[src/rtl/windowed_accumulator_if.sv]
// ============================================================================
// Module      : windowed_accumulator_if
// Description : Operand-in / sum-out handshake bundle for windowed_accumulator.
// Revision    : 1.0 - initial release
// ============================================================================
`default_nettype none

interface windowed_accumulator_if #(
    parameter int WIDTH    = 8,
    parameter int IN_WIDTH = 8
);
    logic [IN_WIDTH-1:0] in_data;
    logic                in_valid;
    logic                in_ready;
    logic [WIDTH-1:0]    sum_data;
    logic                sum_valid;
    logic                sum_ready;
    logic                sum_last;
    logic                sum_ovf;

    modport master (
        output in_data, in_valid, sum_ready,
        input  in_ready, sum_data, sum_valid, sum_last, sum_ovf
    );

    modport slave (
        input  in_data, in_valid, sum_ready,
        output in_ready, sum_data, sum_valid, sum_last, sum_ovf
    );
endinterface

`default_nettype wire

[src/rtl/windowed_accumulator.sv]
// ============================================================================
// Module      : windowed_accumulator
// Description : Accumulates DEPTH operands per window, emitting each running sum.
// Revision    : 1.0 - initial release
// ============================================================================
`default_nettype none

module windowed_accumulator #(
    parameter int WIDTH     = 8,
    parameter int IN_WIDTH  = 8,
    parameter int DEPTH     = 2,
    parameter int SATURATE  = 0,
    parameter int EMIT_ZERO = 1
) (
    input  logic                    clk,
    input  logic                    rst_n,
    input  logic                    clear,
    windowed_accumulator_if.slave   bus
);

    localparam int c_cnt_w = $clog2(DEPTH + 1);
    localparam logic [c_cnt_w-1:0] c_depth = c_cnt_w'(DEPTH);

    typedef enum logic [1:0] {
        EMIT_INIT = 2'd0,
        WAIT_IN   = 2'd1,
        EMIT      = 2'd2
    } state_t;

    localparam state_t c_start_state = (EMIT_ZERO != 0) ? EMIT_INIT : WAIT_IN;

    state_t             r_state;
    logic [WIDTH-1:0]   r_sum;
    logic [c_cnt_w-1:0] r_count;
    logic               r_ovf;

    logic [WIDTH:0]     w_in_ext;
    logic [WIDTH:0]     w_sum_ext;
    logic               w_carry;
    logic [WIDTH-1:0]   w_sum_next;
    logic               w_in_ready;
    logic               w_sum_valid;
    logic               w_in_fire;
    logic               w_out_fire;
    logic               w_at_depth;

    assign w_in_ext   = {{(WIDTH + 1 - IN_WIDTH){1'b0}}, bus.in_data};
    assign w_sum_ext  = {1'b0, r_sum} + w_in_ext;
    assign w_carry    = w_sum_ext[WIDTH];
    assign w_sum_next = (w_carry && (SATURATE != 0)) ? {WIDTH{1'b1}} : w_sum_ext[WIDTH-1:0];

    assign w_in_ready  = (r_state == WAIT_IN) && !clear;
    assign w_sum_valid = (r_state == EMIT_INIT) || (r_state == EMIT);
    assign w_in_fire   = bus.in_valid && w_in_ready;
    assign w_out_fire  = w_sum_valid && bus.sum_ready;
    assign w_at_depth  = (r_count == c_depth);

    // Sum, count and overflow are always zero in EMIT_INIT, so they drive the bus directly.
    assign bus.in_ready  = w_in_ready;
    assign bus.sum_valid = w_sum_valid;
    assign bus.sum_data  = r_sum;
    assign bus.sum_last  = (r_state == EMIT) && w_at_depth;
    assign bus.sum_ovf   = r_ovf;

    always_ff @(posedge clk or negedge rst_n) begin
        if (!rst_n) begin
            r_state <= c_start_state;
            r_sum   <= '0;
            r_count <= '0;
            r_ovf   <= 1'b0;
        end else if (clear) begin
            r_state <= c_start_state;
            r_sum   <= '0;
            r_count <= '0;
            r_ovf   <= 1'b0;
        end else begin
            case (r_state)
                EMIT_INIT: begin
                    if (w_out_fire) begin
                        r_state <= WAIT_IN;
                    end
                end
                WAIT_IN: begin
                    if (w_in_fire) begin
                        r_sum   <= w_sum_next;
                        r_count <= r_count + c_cnt_w'(1);
                        r_ovf   <= r_ovf | w_carry;
                        r_state <= EMIT;
                    end
                end
                EMIT: begin
                    if (w_out_fire) begin
                        if (w_at_depth) begin
                            r_sum   <= '0;
                            r_count <= '0;
                            r_ovf   <= 1'b0;
                            r_state <= c_start_state;
                        end else begin
                            r_state <= WAIT_IN;
                        end
                    end
                end
                default: begin
                    r_state <= c_start_state;
                end
            endcase
        end
    end

endmodule

`default_nettype wire
[src/flat_wrapper.sv]
// flat-port wrapper written by rule: the top's interface ports become plain ports
module windowed_accumulator_flat 
#(
    parameter int WIDTH     = 8,
    parameter int IN_WIDTH  = 8,
    parameter int DEPTH     = 2,
    parameter int SATURATE  = 0,
    parameter int EMIT_ZERO = 1
)
  (clk, rst_n, clear, bus_in_data, bus_in_valid, bus_sum_ready, bus_in_ready, bus_sum_data, bus_sum_valid, bus_sum_last, bus_sum_ovf);
  windowed_accumulator_if #(.WIDTH(WIDTH), .IN_WIDTH(IN_WIDTH)) bus_i ();
  input  logic clk;
  input  logic rst_n;
  input  logic clear;
  input wire logic [$bits(bus_i.in_data)-1:0] bus_in_data;
  input wire logic [$bits(bus_i.in_valid)-1:0] bus_in_valid;
  input wire logic [$bits(bus_i.sum_ready)-1:0] bus_sum_ready;
  output wire logic [$bits(bus_i.in_ready)-1:0] bus_in_ready;
  output wire logic [$bits(bus_i.sum_data)-1:0] bus_sum_data;
  output wire logic [$bits(bus_i.sum_valid)-1:0] bus_sum_valid;
  output wire logic [$bits(bus_i.sum_last)-1:0] bus_sum_last;
  output wire logic [$bits(bus_i.sum_ovf)-1:0] bus_sum_ovf;
  assign bus_i.in_data = bus_in_data;
  assign bus_i.in_valid = bus_in_valid;
  assign bus_i.sum_ready = bus_sum_ready;
  assign bus_in_ready = bus_i.in_ready;
  assign bus_sum_data = bus_i.sum_data;
  assign bus_sum_valid = bus_i.sum_valid;
  assign bus_sum_last = bus_i.sum_last;
  assign bus_sum_ovf = bus_i.sum_ovf;
  windowed_accumulator #(.WIDTH(WIDTH), .IN_WIDTH(IN_WIDTH), .DEPTH(DEPTH), .SATURATE(SATURATE), .EMIT_ZERO(EMIT_ZERO)) u_core (.clk(clk), .rst_n(rst_n), .clear(clear), .bus(bus_i));
endmodule
[config.mk]
export PLATFORM = sky130hd
export DESIGN_NAME = windowed_accumulator_flat
export DESIGN_NICKNAME = d
export VERILOG_FILES = /design/src/rtl/windowed_accumulator_if.sv /design/src/rtl/windowed_accumulator.sv /design/src/flat_wrapper.sv
export SDC_FILE = /design/constraint.sdc
export NUM_CORES = 1
export LEC_CHECK = 0
export ABC_AREA = 1
export CORE_UTILIZATION = 48
export DETAILED_ROUTE_END_ITERATION = 10
export PLACE_DENSITY = 0.79
export SLEW_MARGIN = 20
export SYNTH_ARGS = -nofsm -noshare
export SYNTH_HDL_FRONTEND = slang
export SYNTH_SLANG_ARGS = --single-unit
[constraint.sdc]
create_clock -name clk -period 2.2 [get_ports clk]
set_clock_uncertainty 0.1 [all_clocks]
set_input_delay 0.22 -clock clk [delete_from_list [all_inputs] [get_ports clk]]
set_output_delay 0.22 -clock clk [all_outputs]
set_load 0.01 [all_outputs]
==> results.md <==
* Status: completed
* Post-Synthesis Cells at between 100 and 150
* Required @ worst endpoint at 1880 ps
* Average size of a mapped cell at 7.05 µm²
* Reg2reg end: u_core.bus.sum_data[6]
* Post-Route Setup TNS at 0 ps
* Yosys reg bits at 13
* Clock sink count at 13
* First-pass GRT wire length at 3400 µm
* CP Capture Type: output pin
* Die Span Y at 46.9 µm
* Setup Buffers After CTS at 0
* DRT iter0 DRCs at 25
* Drt total wl at about 2100 µm
* Cts repair resizes at 0
* Layout fillers at approximately 160
* Worst setup SP type: flip-flop
* Hpwl dp at about 1600 µm
* Worst Setup SP: u_core.r_count[0]
* Cell internal pwr at approximately 0.4 mW
* Final std cells w/o fill at approximately 190
* Cell Area, Synth at 966 µm²
* Via-to-Cell Ratio at between 4 and 5
* Clk root buf: clkbuf_4
* Hold WC Path Type: primary input to async pin
* TritonRoute pass-1 iters at 4
* Register Area at 325 µm²
* Syn Nets at 160
* Comb pwr share at 0.277
* Core area at roughly 1800 µm²
* Sw frac at 0.316
* Critical Path Max Stage Delay at about 540 ps
* Routed vias at just over 900
* Area of the multi-input gates at between 500 and 600 µm²
* Max VDD drop at ~0.00041 V
* Worst r2r src: u_core.bus.sum_data[0]
* Post-synthesis sequential area ratio at 0.337
* Sw power at 0.183 mW
* MaxCap Viol Count at 0
* Fin crit period at roughly 2000 ps
* CP Max Fanout at 3
* Initial Util at 0.536
* Setup violators final at 0
* Number of diodes at 0
* LEAKAGE at between 0.7 and 0.8 nW
* Die ar. at 2200 µm²
* Antenna Violating Nets Remaining at 0
* Part of the power in the clock network at 0.265
* Total Routing Usage GR at 0.221
* Num CTS Buffers at 3
* H-tree Lvls at 1
* I/O pins at 25
* Max-slew headroom at 0.594
* Vias in the first global route at about 800
* FMAX at approximately 500 MHz
* Die Wd at around 47 µm
* R2R cell count at 8
* CTS Buffer Depth at 2
* Reg2Reg Setup Slack at 370 ps
* Sequential share of power at 0.458
* Reg clk slew, reported paths at about 90 ps
* Critical path type: flip-flop to output pin
* CTS Hold Buffers Added at 0
* # rows at 15
* Clock latency on the worst-skew pair at roughly 280 ps
* Critical-path cell list: inv_1, ha_1, nand3_1, inv_1, clkdlybuf4s50_1
* Slowest cell on the critical path: clkdlybuf4s50_1
* Crit path capture: bus_sum_last
* Nets at ~190
* Layout cells sized above 1 at 0.0671
* IO buf count at 24
* Netlist cell types at 18
* Final Wtd Congestion at a little under 0.9
* Initial antenna violation count at 0
* Max Slew Vio Count at 0
* Pwr/cell area at 461 nW/µm²
* Drt wl/cell at between 10 and 15 µm
* Most frequent cell on the critical path: inv_1
* CP arrival at 1670 ps
* Largest net degree at the start of global routing at 14
* Drc violations at 0
* Tightest Pin Transition at 607 ps
* CTS tree: done
* Placed cells at roughly 190
* Worst hold slack at about 210 ps
* Gr ovfl total at 0
* Synth Warn # at 0
* Fin. Hold Viols at 0
* Area Overhead vs Synth at 29.8%
* RSZ-0062 raised after global routing: no
* Final period utilization at 0.905
-- worst max-delay path: cells and delay by family (launching register included) --
kind,cells,cell delay (ps)
AND/OR/NAND/NOR,1,120
adder cells (fa/ha/maj),1,170
buffers and inverters,3,700
flip-flops,1,410
-- sequential cells by signal, indices dropped and copies added, names as in the netlist --
| signal | flops |
|---|---|
| u_core.bus.sum_ovf | 1 |
| u_core.r_count | 2 |
| u_core.bus.sum_data | 8 |
| u_core.r_state | 2 |
-- per-stage QoR --
| step | area (µm²) | setup slack, ps | total power, mW | util |
|---|---|---|---|---|
| after floorplan | 966 | 480 | 0.361 | - |
| after global placement | 1230 | 228 | 0.425 | 0.681 |
| after detailed placement | 1230 | 176 | 0.428 | 0.681 |
| after CTS | 1250 | 207 | 0.583 | 0.696 |
| after global routing | 1250 | 123 | 0.615 | 0.696 |
| final | 1250 | 210 | 0.578 | 0.696 |
-- cell usage in the layout (no fill, tap or decap) --
master	synthesis	routed
inv_2	2	2
a21oi_1	5	5
nor2_2	1	1
clkbuf_4	0	3
nand3_2	2	2
clkinv_2	0	1
nand2_1	49	49
o21ai_1	4	4
clkdlybuf4s50_1	0	24
nand4_1	1	1
nand3_1	14	14
nor2_1	7	7
fa_1	1	1
inv_1	23	23
nand4_2	1	1
xor2_1	1	1
o21ai_2	1	1
ha_1	9	9
nand3b_1	2	2
dfrtp_1	13	13
-- area by class of cell --
cell class / instances / area share
clock buffers: 3 / 0.0180
clock inverters: 1 / 0.00399
inverters: 25 / 0.0749
multi-input cells: 98 / 0.427
flip-flops and latches: 13 / 0.259
well taps: 25 / 0.0250
repair buffers: 24 / 0.192
-- power by group through the flow --
stage / sequential [mW] / clock, mW / combinational [mW]
6_report: 0.264 / 0.153 / 0.160
5_1_grt: 0.267 / 0.166 / 0.182
4_1_cts: 0.264 / 0.157 / 0.161
3_5_place_dp: 0.269 / 0 / 0.159
3_3_place_gp: 0.268 / 0 / 0.156
2_1_floorplan: 0.272 / 0 / 0.0894
-- logic make-up after synthesis --
group | after synthesis | synth area share
simple gates | 77 | 0.352
xor+xnor | 1 | 0.00907
buf+inv | 26 | 0.109
fa+ha+maj | 10 | 0.137
compound gates | 10 | 0.0557
flops | 13 | 0.337
-- cell usage after synthesis --
cell type / number / share of area
a21oi_1: 5 / 0.026
dfrtp_1: 13 / 0.34
fa_1: 1 / 0.021
nand4_1: 1 / 0.0065
ha_1: 9 / 0.12
inv_1: 23 / 0.089
inv_2: 2 / 0.0078
nand3_1: 14 / 0.073
buf_6: 1 / 0.012
nand3_2: 2 / 0.021
nor2_1: 7 / 0.027
xor2_1: 1 / 0.0091
o21ai_2: 1 / 0.0091
nand2_1: 49 / 0.19
o21ai_1: 4 / 0.021
nand4_2: 1 / 0.013
nor2_2: 1 / 0.0065
nand3b_1: 2 / 0.016
-- how the worst min path moves through the flow --
stage / endpoint / start / cells after the start / slack (ps)
after global placement: u_core.r_count[0] / u_core.r_count[0] / 1 / 370
after global routing: u_core.bus.sum_ovf / rst_n / 1 / 280
after floorplan: u_core.bus.sum_data[0] / rst_n / 0 / -180
after detailed placement: u_core.r_count[0] / u_core.r_count[0] / 1 / 380
final: u_core.bus.sum_data[7] / rst_n / 1 / 210
after CTS: u_core.bus.sum_data[7] / rst_n / 1 / 240
-- per-layer routing --
metal  track usage  up-vias  part of all wire
met1         0.319      410              0.50
met2         0.331       21              0.45
met3        0.0385        4             0.040
met5             0        -                 0
met4        0.0800        0             0.014
li1              -      482                 -
Power figures use the tool's default switching activity.
